## config.mk

```make
export PLATFORM = sky130hd
export DESIGN_NAME = fp_exception_stage
export DESIGN_NICKNAME = d
export VERILOG_FILES = /design/src/rtl/fp_pkg.sv /design/src/rtl/fp_classify.sv /design/src/rtl/fp_exception_stage.sv
export SDC_FILE = /design/constraint.sdc
export NUM_CORES = 1
export LEC_CHECK = 0
export ABC_AREA = 1
export BUFFER_PORTS_ARGS = -buffer_cell sky130_fd_sc_hd__buf_4
export CAP_MARGIN = 5
export CORE_ASPECT_RATIO = 1.1
export CORE_MARGIN = 2
export CORE_UTILIZATION = 52
export CTS_CLUSTER_SIZE = 28
export DETAILED_ROUTE_END_ITERATION = 7
export GPL_TIMING_DRIVEN = 0
export PLACE_DENSITY = 0.91
export SYNTH_ARGS = -nofsm -noshare
export SYNTH_HDL_FRONTEND = slang
export SYNTH_SLANG_ARGS = --single-unit
```

## constraint.sdc

```tcl
create_clock -name clk -period 2.7 [get_ports clk]
set_input_delay 0.54 -clock clk [delete_from_list [all_inputs] [get_ports clk]]
set_output_delay 0.54 -clock clk [all_outputs]
set_load 0.02 [all_outputs]
```

## src/rtl/fp_pkg.sv

```systemverilog
// Shared definitions for the floating-point exception stage: flag bit
// positions and the result classification enum.
package fp_pkg;

    localparam int FLG_OVF  = 0;
    localparam int FLG_UNF  = 1;
    localparam int FLG_INV  = 2;
    localparam int FLG_ZERO = 3;
    localparam int FLG_W    = 4;

    typedef enum logic [1:0] {
        CLS_NORMAL = 2'd0,
        CLS_OVF    = 2'd1,
        CLS_UNF    = 2'd2,
        CLS_NAN    = 2'd3
    } fp_class_t;

endpackage

```

## src/rtl/fp_classify.sv

```systemverilog
// Combinational result classifier. NaN wins over overflow, overflow over
// underflow, and anything left over is a normal number.
module fp_classify
    import fp_pkg::*;
#(
    parameter int EXP_W = 8
) (
    input  logic [EXP_W+1:0] in_exp,
    input  logic             in_nan,
    output fp_class_t        cls
);

    logic exp_neg;
    logic exp_zero;
    logic exp_ovf;

    // The exponent is two's complement; the top bit is the sign. A
    // non-negative value at or above the all-ones stored exponent overflows.
    assign exp_neg  = in_exp[EXP_W+1];
    assign exp_zero = (in_exp == '0);
    assign exp_ovf  = !exp_neg && (in_exp[EXP_W:0] >= {1'b0, {EXP_W{1'b1}}});

    // Priority encode the class.
    always_comb begin
        cls = CLS_NORMAL;
        if (in_nan) begin
            cls = CLS_NAN;
        end else if (exp_ovf) begin
            cls = CLS_OVF;
        end else if (exp_neg || exp_zero) begin
            cls = CLS_UNF;
        end
    end

endmodule

```

## src/rtl/fp_exception_stage.sv

```systemverilog
// Two-stage exception/packing stage. S1 holds the classified raw result,
// S2 holds the packed IEEE-style word with its per-result flags. Both
// stages use valid/ready handshaking with a combinational ready chain so a
// full pipe still streams one result per cycle.
module fp_exception_stage
    import fp_pkg::*;
#(
    parameter int EXP_W    = 8,
    parameter int FRAC_W   = 23,
    parameter int SAT_MODE = 0
) (
    input  logic                    clk,
    input  logic                    rst,
    input  logic                    in_valid,
    output logic                    in_ready,
    input  logic                    in_sign,
    input  logic [EXP_W+1:0]        in_exp,
    input  logic [FRAC_W-1:0]       in_frac,
    input  logic                    in_nan,
    output logic                    out_valid,
    input  logic                    out_ready,
    output logic [EXP_W+FRAC_W:0]   out_word,
    output logic [FLG_W-1:0]        out_flags,
    output logic [FLG_W-1:0]        sticky_flags,
    input  logic                    flag_clr
);

    localparam int WORD_W = 1 + EXP_W + FRAC_W;

    fp_class_t               cls_next;
    fp_class_t               s1_cls_reg;
    logic                    s1_valid_reg;
    logic                    s1_sign_reg;
    logic [EXP_W-1:0]        s1_exp_reg;
    logic [FRAC_W-1:0]       s1_frac_reg;

    logic                    s2_valid_reg;
    logic [WORD_W-1:0]       word_reg;
    logic [FLG_W-1:0]        flags_reg;
    logic [FLG_W-1:0]        sticky_reg;

    logic [WORD_W-1:0]       word_next;
    logic [FLG_W-1:0]        flags_next;
    logic [FLG_W-1:0]        sticky_next;

    logic                    s2_adv;
    logic                    s1_adv;
    logic                    in_xfer;
    logic                    out_xfer;

    fp_classify #(
        .EXP_W (EXP_W)
    ) u_classify (
        .in_exp (in_exp),
        .in_nan (in_nan),
        .cls    (cls_next)
    );

    // A stage may load when it is empty or its content leaves this cycle.
    assign out_xfer = s2_valid_reg && out_ready;
    assign s2_adv   = !s2_valid_reg || out_ready;
    assign s1_adv   = !s1_valid_reg || s2_adv;
    assign in_ready = s1_adv;
    assign in_xfer  = in_valid && in_ready;

    // S1: capture the class and the raw fields of the accepted result.
    always_ff @(posedge clk or posedge rst) begin
        if (rst) begin
            s1_valid_reg <= 1'b0;
            s1_cls_reg   <= CLS_NORMAL;
            s1_sign_reg  <= 1'b0;
            s1_exp_reg   <= '0;
            s1_frac_reg  <= '0;
        end else if (s1_adv) begin
            s1_valid_reg <= in_valid;
            if (in_xfer) begin
                s1_cls_reg  <= cls_next;
                s1_sign_reg <= in_sign;
                s1_exp_reg  <= in_exp[EXP_W-1:0];
                s1_frac_reg <= in_frac;
            end
        end
    end

    // Build the packed word and flags for the S1 content.
    always_comb begin
        word_next  = '0;
        flags_next = '0;
        case (s1_cls_reg)
            CLS_NAN: begin
                // Canonical quiet NaN, sign discarded.
                word_next = {1'b0, {EXP_W{1'b1}}, 1'b1, {(FRAC_W-1){1'b0}}};
                flags_next[FLG_INV] = 1'b1;
            end
            CLS_OVF: begin
                if (SAT_MODE != 0) begin
                    word_next = {s1_sign_reg, {(EXP_W-1){1'b1}}, 1'b0, {FRAC_W{1'b1}}};
                end else begin
                    word_next = {s1_sign_reg, {EXP_W{1'b1}}, {FRAC_W{1'b0}}};
                end
                flags_next[FLG_OVF] = 1'b1;
            end
            CLS_UNF: begin
                // Flush to positive zero.
                word_next = '0;
                flags_next[FLG_UNF]  = 1'b1;
                flags_next[FLG_ZERO] = 1'b1;
            end
            default: begin
                word_next = {s1_sign_reg, s1_exp_reg, s1_frac_reg};
            end
        endcase
    end

    // S2: register the packed result; it holds while downstream stalls.
    always_ff @(posedge clk or posedge rst) begin
        if (rst) begin
            s2_valid_reg <= 1'b0;
            word_reg     <= '0;
            flags_reg    <= '0;
        end else if (s2_adv) begin
            s2_valid_reg <= s1_valid_reg;
            if (s1_valid_reg) begin
                word_reg  <= word_next;
                flags_reg <= flags_next;
            end
        end
    end

    // Per-bit sticky update: a clear wipes history, then the transfer in the
    // same cycle (if any) is accumulated on top.
    for (genvar gi = 0; gi < FLG_W; gi++) begin : g_sticky
        assign sticky_next[gi] = (flag_clr ? 1'b0 : sticky_reg[gi])
                               | (out_xfer & flags_reg[gi]);
    end

    // Sticky flag register.
    always_ff @(posedge clk or posedge rst) begin
        if (rst) begin
            sticky_reg <= '0;
        end else begin
            sticky_reg <= sticky_next;
        end
    end

    assign out_valid    = s2_valid_reg;
    assign out_word     = word_reg;
    assign out_flags    = flags_reg;
    assign sticky_flags = sticky_reg;

endmodule

```

# Word level (Yosys, flattened, before mapping)

Index checks and enable logic that the tools add are counted.

Register bits: 76
Input bits: 40
Output and inout bits: 42
Logic and storage cells: 44

Magnitude comparators: 1
Equality and inequality tests: 3
Mux-type cells: 11
Bitwise operators: 8
Reductions and logical operators: 12

Operator list:

| kind                                                              | number |
|---|---|
| case mux 32 bit (3 select lines)                                  | 1 |
| logical NOT 10 bit                                                | 1 |
| greater-or-equal comparator 9 x 8 -> 1 bit, second input constant | 1 |
| 2-to-1 mux 1 bit                                                  | 7 |
| 2-to-1 mux 2 bit                                                  | 3 |
| AND 1 bit                                                         | 4 |
| == test 2 bit, second input constant                              | 2 |
| OR 1 bit                                                          | 4 |
| AND reduction 2 bit                                               | 2 |
| logical AND 1 bit                                                 | 3 |
| logical NOT 1 bit                                                 | 3 |
| logical OR 1 bit                                                  | 3 |
| == test 2 x 1 -> 1 bit, second input constant                     | 1 |

# Logic depth before layout (Yosys ltp)

Depth in word-level cells: 5
Mapped depth: 7
Gate-level depth less buffers: 6

# Hierarchy

Synthesis repeated with hierarchy kept, for this count alone.

Cell total of the unflattened synthesis: 348
Area, all modules: 3090.5 µm²

By module, submodules not included:

| module             | instances | cells an instance | area an instance (µm²) | seq. area each (µm²) |
|---|---|---|---|---|
| fp_exception_stage | 1         | 328               | 3011.6                 | 1876.8 |
| fp_classify        | 1         | 20                | 78.8                   | 0.0 |

# Worst setup path after synthesis

No wires, ideal clock.

Path kind: input port to flip-flop
From: in out_ready
To: reg s1_frac_reg[0]
Setup time: 116 ps
Arrival: 1205 ps
Required time: 2584 ps
Slack: 1379 ps
Stages: 7
Path buffers: 1
Cells stage by stage: inv_1 nand3_4 nand2_4 inv_4 buf_6 nand2_1 nand2_1

Longest elaborated chain between the ends: 4

Ends and longest elaborated chain:

| element                           | line                     | source |
|---|---|---|
| start: declaration                | fp_exception_stage.sv:21 | `input logic out_ready,` |
| logical OR 1 bit (*)              | fp_exception_stage.sv:61 | `assign s2_adv = !s2_valid_reg \|\| out_ready;` |
| logical OR 1 bit (*)              | fp_exception_stage.sv:62 | `assign s1_adv = !s1_valid_reg \|\| s2_adv;` |
| via in_ready                      | fp_exception_stage.sv:15 | `output logic in_ready,` |
| logical AND 1 bit                 | fp_exception_stage.sv:64 | `assign in_xfer = in_valid && in_ready;` |
| AND reduction 2 bit (no line) (*) | n/a                      |  |
| end signal: assignment            | fp_exception_stage.sv:80 | `s1_frac_reg <= in_frac;` |
| end: declaration                  | fp_exception_stage.sv:35 | `logic [FRAC_W-1:0] s1_frac_reg;` |

The timed path passes the listed nets; every way through them passes the cells marked *.
A chain may end at the register's enable or synchronous reset.

# Worst setup path in the final report

From: reg s2_valid_reg, in the netlist out_valid
To: out in_ready

Longest elaborated chain between the ends: 3

Ends and longest elaborated chain:

| element                  | line                      | source |
|---|---|---|
| start: declaration       | fp_exception_stage.sv:37  | `logic s2_valid_reg;` |
| start signal: assignment | fp_exception_stage.sv:122 | `s2_valid_reg <= s1_valid_reg;` |
| logical NOT 1 bit        | fp_exception_stage.sv:61  |  |
| logical OR 1 bit         | fp_exception_stage.sv:61  |  |
| logical OR 1 bit         | fp_exception_stage.sv:62  |  |
| end: declaration         | fp_exception_stage.sv:15  |  |

Every way passes these cells.

==> flow_results.org <==
** Run status
- The flow ran to the end, and the final reports show no timing, DRC or antenna violations.

** Setup path
- Worst Setup Start Kind :: flip-flop
- The number of buffers and inverters on the critical path is 1.
- Standard cell with the maximum stage delay on the critical path :: dfrtp_1
- The startpoint identified for the worst register-to-register timing path is s1_cls_reg[1]$_DFFE_PP0P_.
- The worst setup path is captured at an output pin.
- Grouping stages by cell kind, the critical path spends the most delay in flip-flops.
- Max Fanout on Critical Path :: 5
- For this run, the slowest stage of the critical path takes 470 ps.
- Worst-case register-to-register setup slack :: 1420 ps
- In this run the critical register-to-register path is captured at out_word[28]$_DFFE_PP0P_.
- The worst setup path is of the flip-flop to output pin kind.
- Walking the worst path, the cells encountered are nand3_4 > buf_4.
- Counting buffers and inverters, the worst setup path is 2 cells deep.
- In this run the worst setup path terminates at in_ready.
- Required time of the critical path :: 2160 ps
- STA puts the critical path data arrival time at 1110 ps.
- For the worst flop-to-flop path, the logic depth is 4.
- Tracing the worst setup path back leads to its startpoint at out_valid$_DFFE_PP0P_.

** STA
- Setup violations remaining at the end of the flow were counted as 0.
- Setup TNS :: 0 ps
- The worst path needs 1650 ps of the cycle, external delays included.
- The number of endpoints with negative hold slack in the final report is 0.
- Setup repair after global routing left no endpoint under its margin.
- Fmax :: 0.607 GHz
- For the pin with the worst max-slew slack, the measured transition is 888 ps.
- Dividing the final minimum period by the clock period gives 61.0%.
- The number of pins exceeding their max-slew limit in the final report was 0.
- Worst-case headroom to the max-slew limit :: 40.8%
- Clock skew :: 6.96 ps

** Routing
- In this run the remaining antenna-violating nets after routing total 0.
- After detailed routing, the number of remaining DRC violations is 0.
- Iteration-0 DRC Markers :: 130
- Via density :: 5.01
- Dividing the detail-routed wire length by the instance count gives 13.9 µm.
- Summed over all layers, the routed wires come to 7180 µm.
- Via total after detailed routing :: 2580
- The first detailed-routing pass ran for 4 iterations.

** Global routing
- Largest net degree at the start of global routing :: 76
- Aggregate global-route resource usage :: 23.0%
- Grt ovf :: 0
- Vias in the first global route :: 2647
- The number of antenna violations at the first check in global routing came to 0.
- First-pass GRT wire length :: 12000 µm

** Cells and area
- Area Growth Syn to Fin :: 29.5%
- Diode count :: 0
- The sequential cells in the finished layout cover a total of 0.00188 mm².
- After filler insertion, the fill cell instance count of the layout stands at 451.
- Most common cell after layout, fill and taps aside :: nand2_1
- In the layout the commonest cells are nand2_1 (157), buf_4 (83), dfrtp_1 (75).
- Layout Nets :: 473
- Summing all multi-input logic gate instances after layout gives 0.00106 mm².
- Number of cells in the finished layout apart from fillers :: 515
- Fraction of final layout cells sized beyond drive strength 1 :: 32.2%
- The register with the most flip-flops in the layout has 32 of them.

** Logic synthesis
- Synthesized area divided by synthesized cell count :: 9.24 µm²
- Synthesis instantiated 23 different standard cells from the library.
- Ranked by total cell area, the synthesized netlist is headed by dfrtp_1 (60%), nand2_1 (19%), o21ai_2 (3.6%), o21ai_0 (3.0%), buf_6 (2.1%).
- Summing the areas of all compound-gate instances in the mapped netlist gives 9.65% of the synthesized area.
- Cell area after technology mapping :: 0.00315 mm²
- Post-synthesis mux area share :: 0%
- Summing the areas of all and, or, nand and nor instances in the mapped netlist gives 23.9% of the synthesized area.
- Counting flops and latches in the post-synthesis netlist gives 75.
- Summing the areas of all fa, ha and maj instances in the mapped netlist gives 0% of the synthesized area.
- Combinational family with the most area after synthesis :: simple AND/OR/NAND/NOR gates
- Of the post-synthesis cell area, the dominant cell type holds 59.6%.
- Post-synthesis sequential area ratio :: 59.6%
- Count of yosys warnings during synthesis :: 0
- After Yosys synthesis, XOR and XNOR cells account for 0% of the synthesized area.
- Largest area contributor in the netlist :: dfrtp_1
- Synthesis produced 341 cells.
- When the netlist entered floorplanning its net count stood at 381.

** CTS
- The number of hold buffers added after CTS was 0.
- Clk Latency, worst-skew pair :: 340 ps
- After clock tree synthesis, the clock-pin slew on the worst setup and hold paths is 70 ps.
- Post-CTS setup buffer count :: 0
- CTS tree :: done
- Number of clock sinks :: 75
- The H-tree generated during clock tree synthesis spans 3 levels.
- Longest Clk Path Bufs :: 2
- Once the clock tree was built, the resizer swapped 0 gates to a different size.
- The root buffer cell chosen for the clock tree is clkbuf_8.
- Number of buffers created by CTS :: 9

** Placement
- Global placement routability congestion :: 0.811
- Buffers added on ports :: 81
- Once detailed placement completed, the half-perimeter wirelength came to 5020 µm.
- The number of placed instances, taps included, is 499.

** Run
- Across the run, the number of max-cap violations was 0.

** Power
- Across the VDD grid, the largest voltage drop is 0.406 mV.
- The analysis attributes to cell leakage a power of 2.12 nW.
- Total power density per cell area :: 750 mW/mm²

** Floorplan
- Die Y-Extent :: 85.6 µm
- From left edge to right edge, the die measures 78.2 µm.
- Initial core utilization :: 54.2%
- Core Rows :: 29
- In this run the standard cell core region covers 0.00581 mm².
- Area of the die :: 0.00670 mm²
- During I/O placement, the number of pins put on the boundary was 82.

** Hold path
- Type of the worst min-delay path :: primary input to async pin
[Yosys cell counts, drive strengths merged]
| library cell | number |
|---|---|
| dfrtp | 75 |
| a21oi | 13 |
| o31ai | 1 |
| clkbuf | 2 |
| nand3 | 4 |
| buf | 16 |
| o21ai | 34 |
| nor2 | 13 |
| nand2 | 167 |
| inv | 13 |
| o22ai | 2 |
| or2 | 1 |
[cell type report]
class / instances / area share (%)
multi-input cells: 235 / 25.9
clock buffers: 13 / 4.39
well taps: 77 / 2.36
flip-flops and latches: 75 / 46.0
repair buffers: 81 / 14.9
clock inverters: 3 / 1.07
inverters: 13 / 1.32
plain buffers: 18 / 4.05
[worst min path at each step]
stage	depth (start not counted)	end	startpoint
finish	2	out_word[17]$_DFFE_PP0P_	rst
global route	3	s1_frac_reg[18]$_DFFE_PP0P_	in_frac[18]
CTS	3	s1_frac_reg[1]$_DFFE_PP0P_	in_frac[1]
detailed placement	2	s1_frac_reg[13]$_DFFE_PP0P_	s1_frac_reg[13]$_DFFE_PP0P_
global placement	2	s1_frac_reg[5]$_DFFE_PP0P_	s1_frac_reg[5]$_DFFE_PP0P_
floorplan	2	s1_frac_reg[3]$_DFFE_PP0P_	s1_frac_reg[3]$_DFFE_PP0P_
[through the flow]
| step | setup WS, ps | instance area, µm² | total power, W | hold slack, ps | util (%) |
|---|---|---|---|---|---|
| finish | 1050 | 4080 | 0.00306 | 379 | 70.3 |
| CTS | 1050 | 4080 | 0.00307 | 381 | 70.3 |
| floorplan | 250 | 3150 | 0.00184 | 449 | - |
| detailed placement | 1120 | 3860 | 0.00215 | 465 | 66.4 |
| global route | 1000 | 4080 | 0.00320 | 395 | 70.3 |
| global placement | -503 | 3850 | 0.00212 | 462 | 66.4 |
[layer usage]
| metal | routed length [µm] | vias up | share of wire [%] | GRT usage [%] |
|---|---|---|---|---|
| li1 | - | 1255 | - | - |
| met1 | 2980 | 1233 | 41 | 28.1 |
| met2 | 3670 | 83 | 51 | 39.7 |
| met3 | 419 | 9 | 5.8 | 6.21 |
| met4 | 113 | 0 | 1.6 | 7.97 |
| met5 | 0 | - | 0 | 0 |
[logic make-up after synthesis]
logic type / count (synthesis)
AOI/OAI and AO/OA: 50
buffers and inverters: 31
DFF: 75
and+or+nand+nor: 185
[report_power, final]
group / leakage (nW) / internal (W) / switching, W
Sequential: 0.949 / 0.00129 / 0.000112
Combinational: 1.06 / 0.000304 / 0.000431
Clock: 0.116 / 0.000528 / 0.000392
Total: 2.12 / 0.00212 / 0.000936
(Power assumes the default switching activity.)
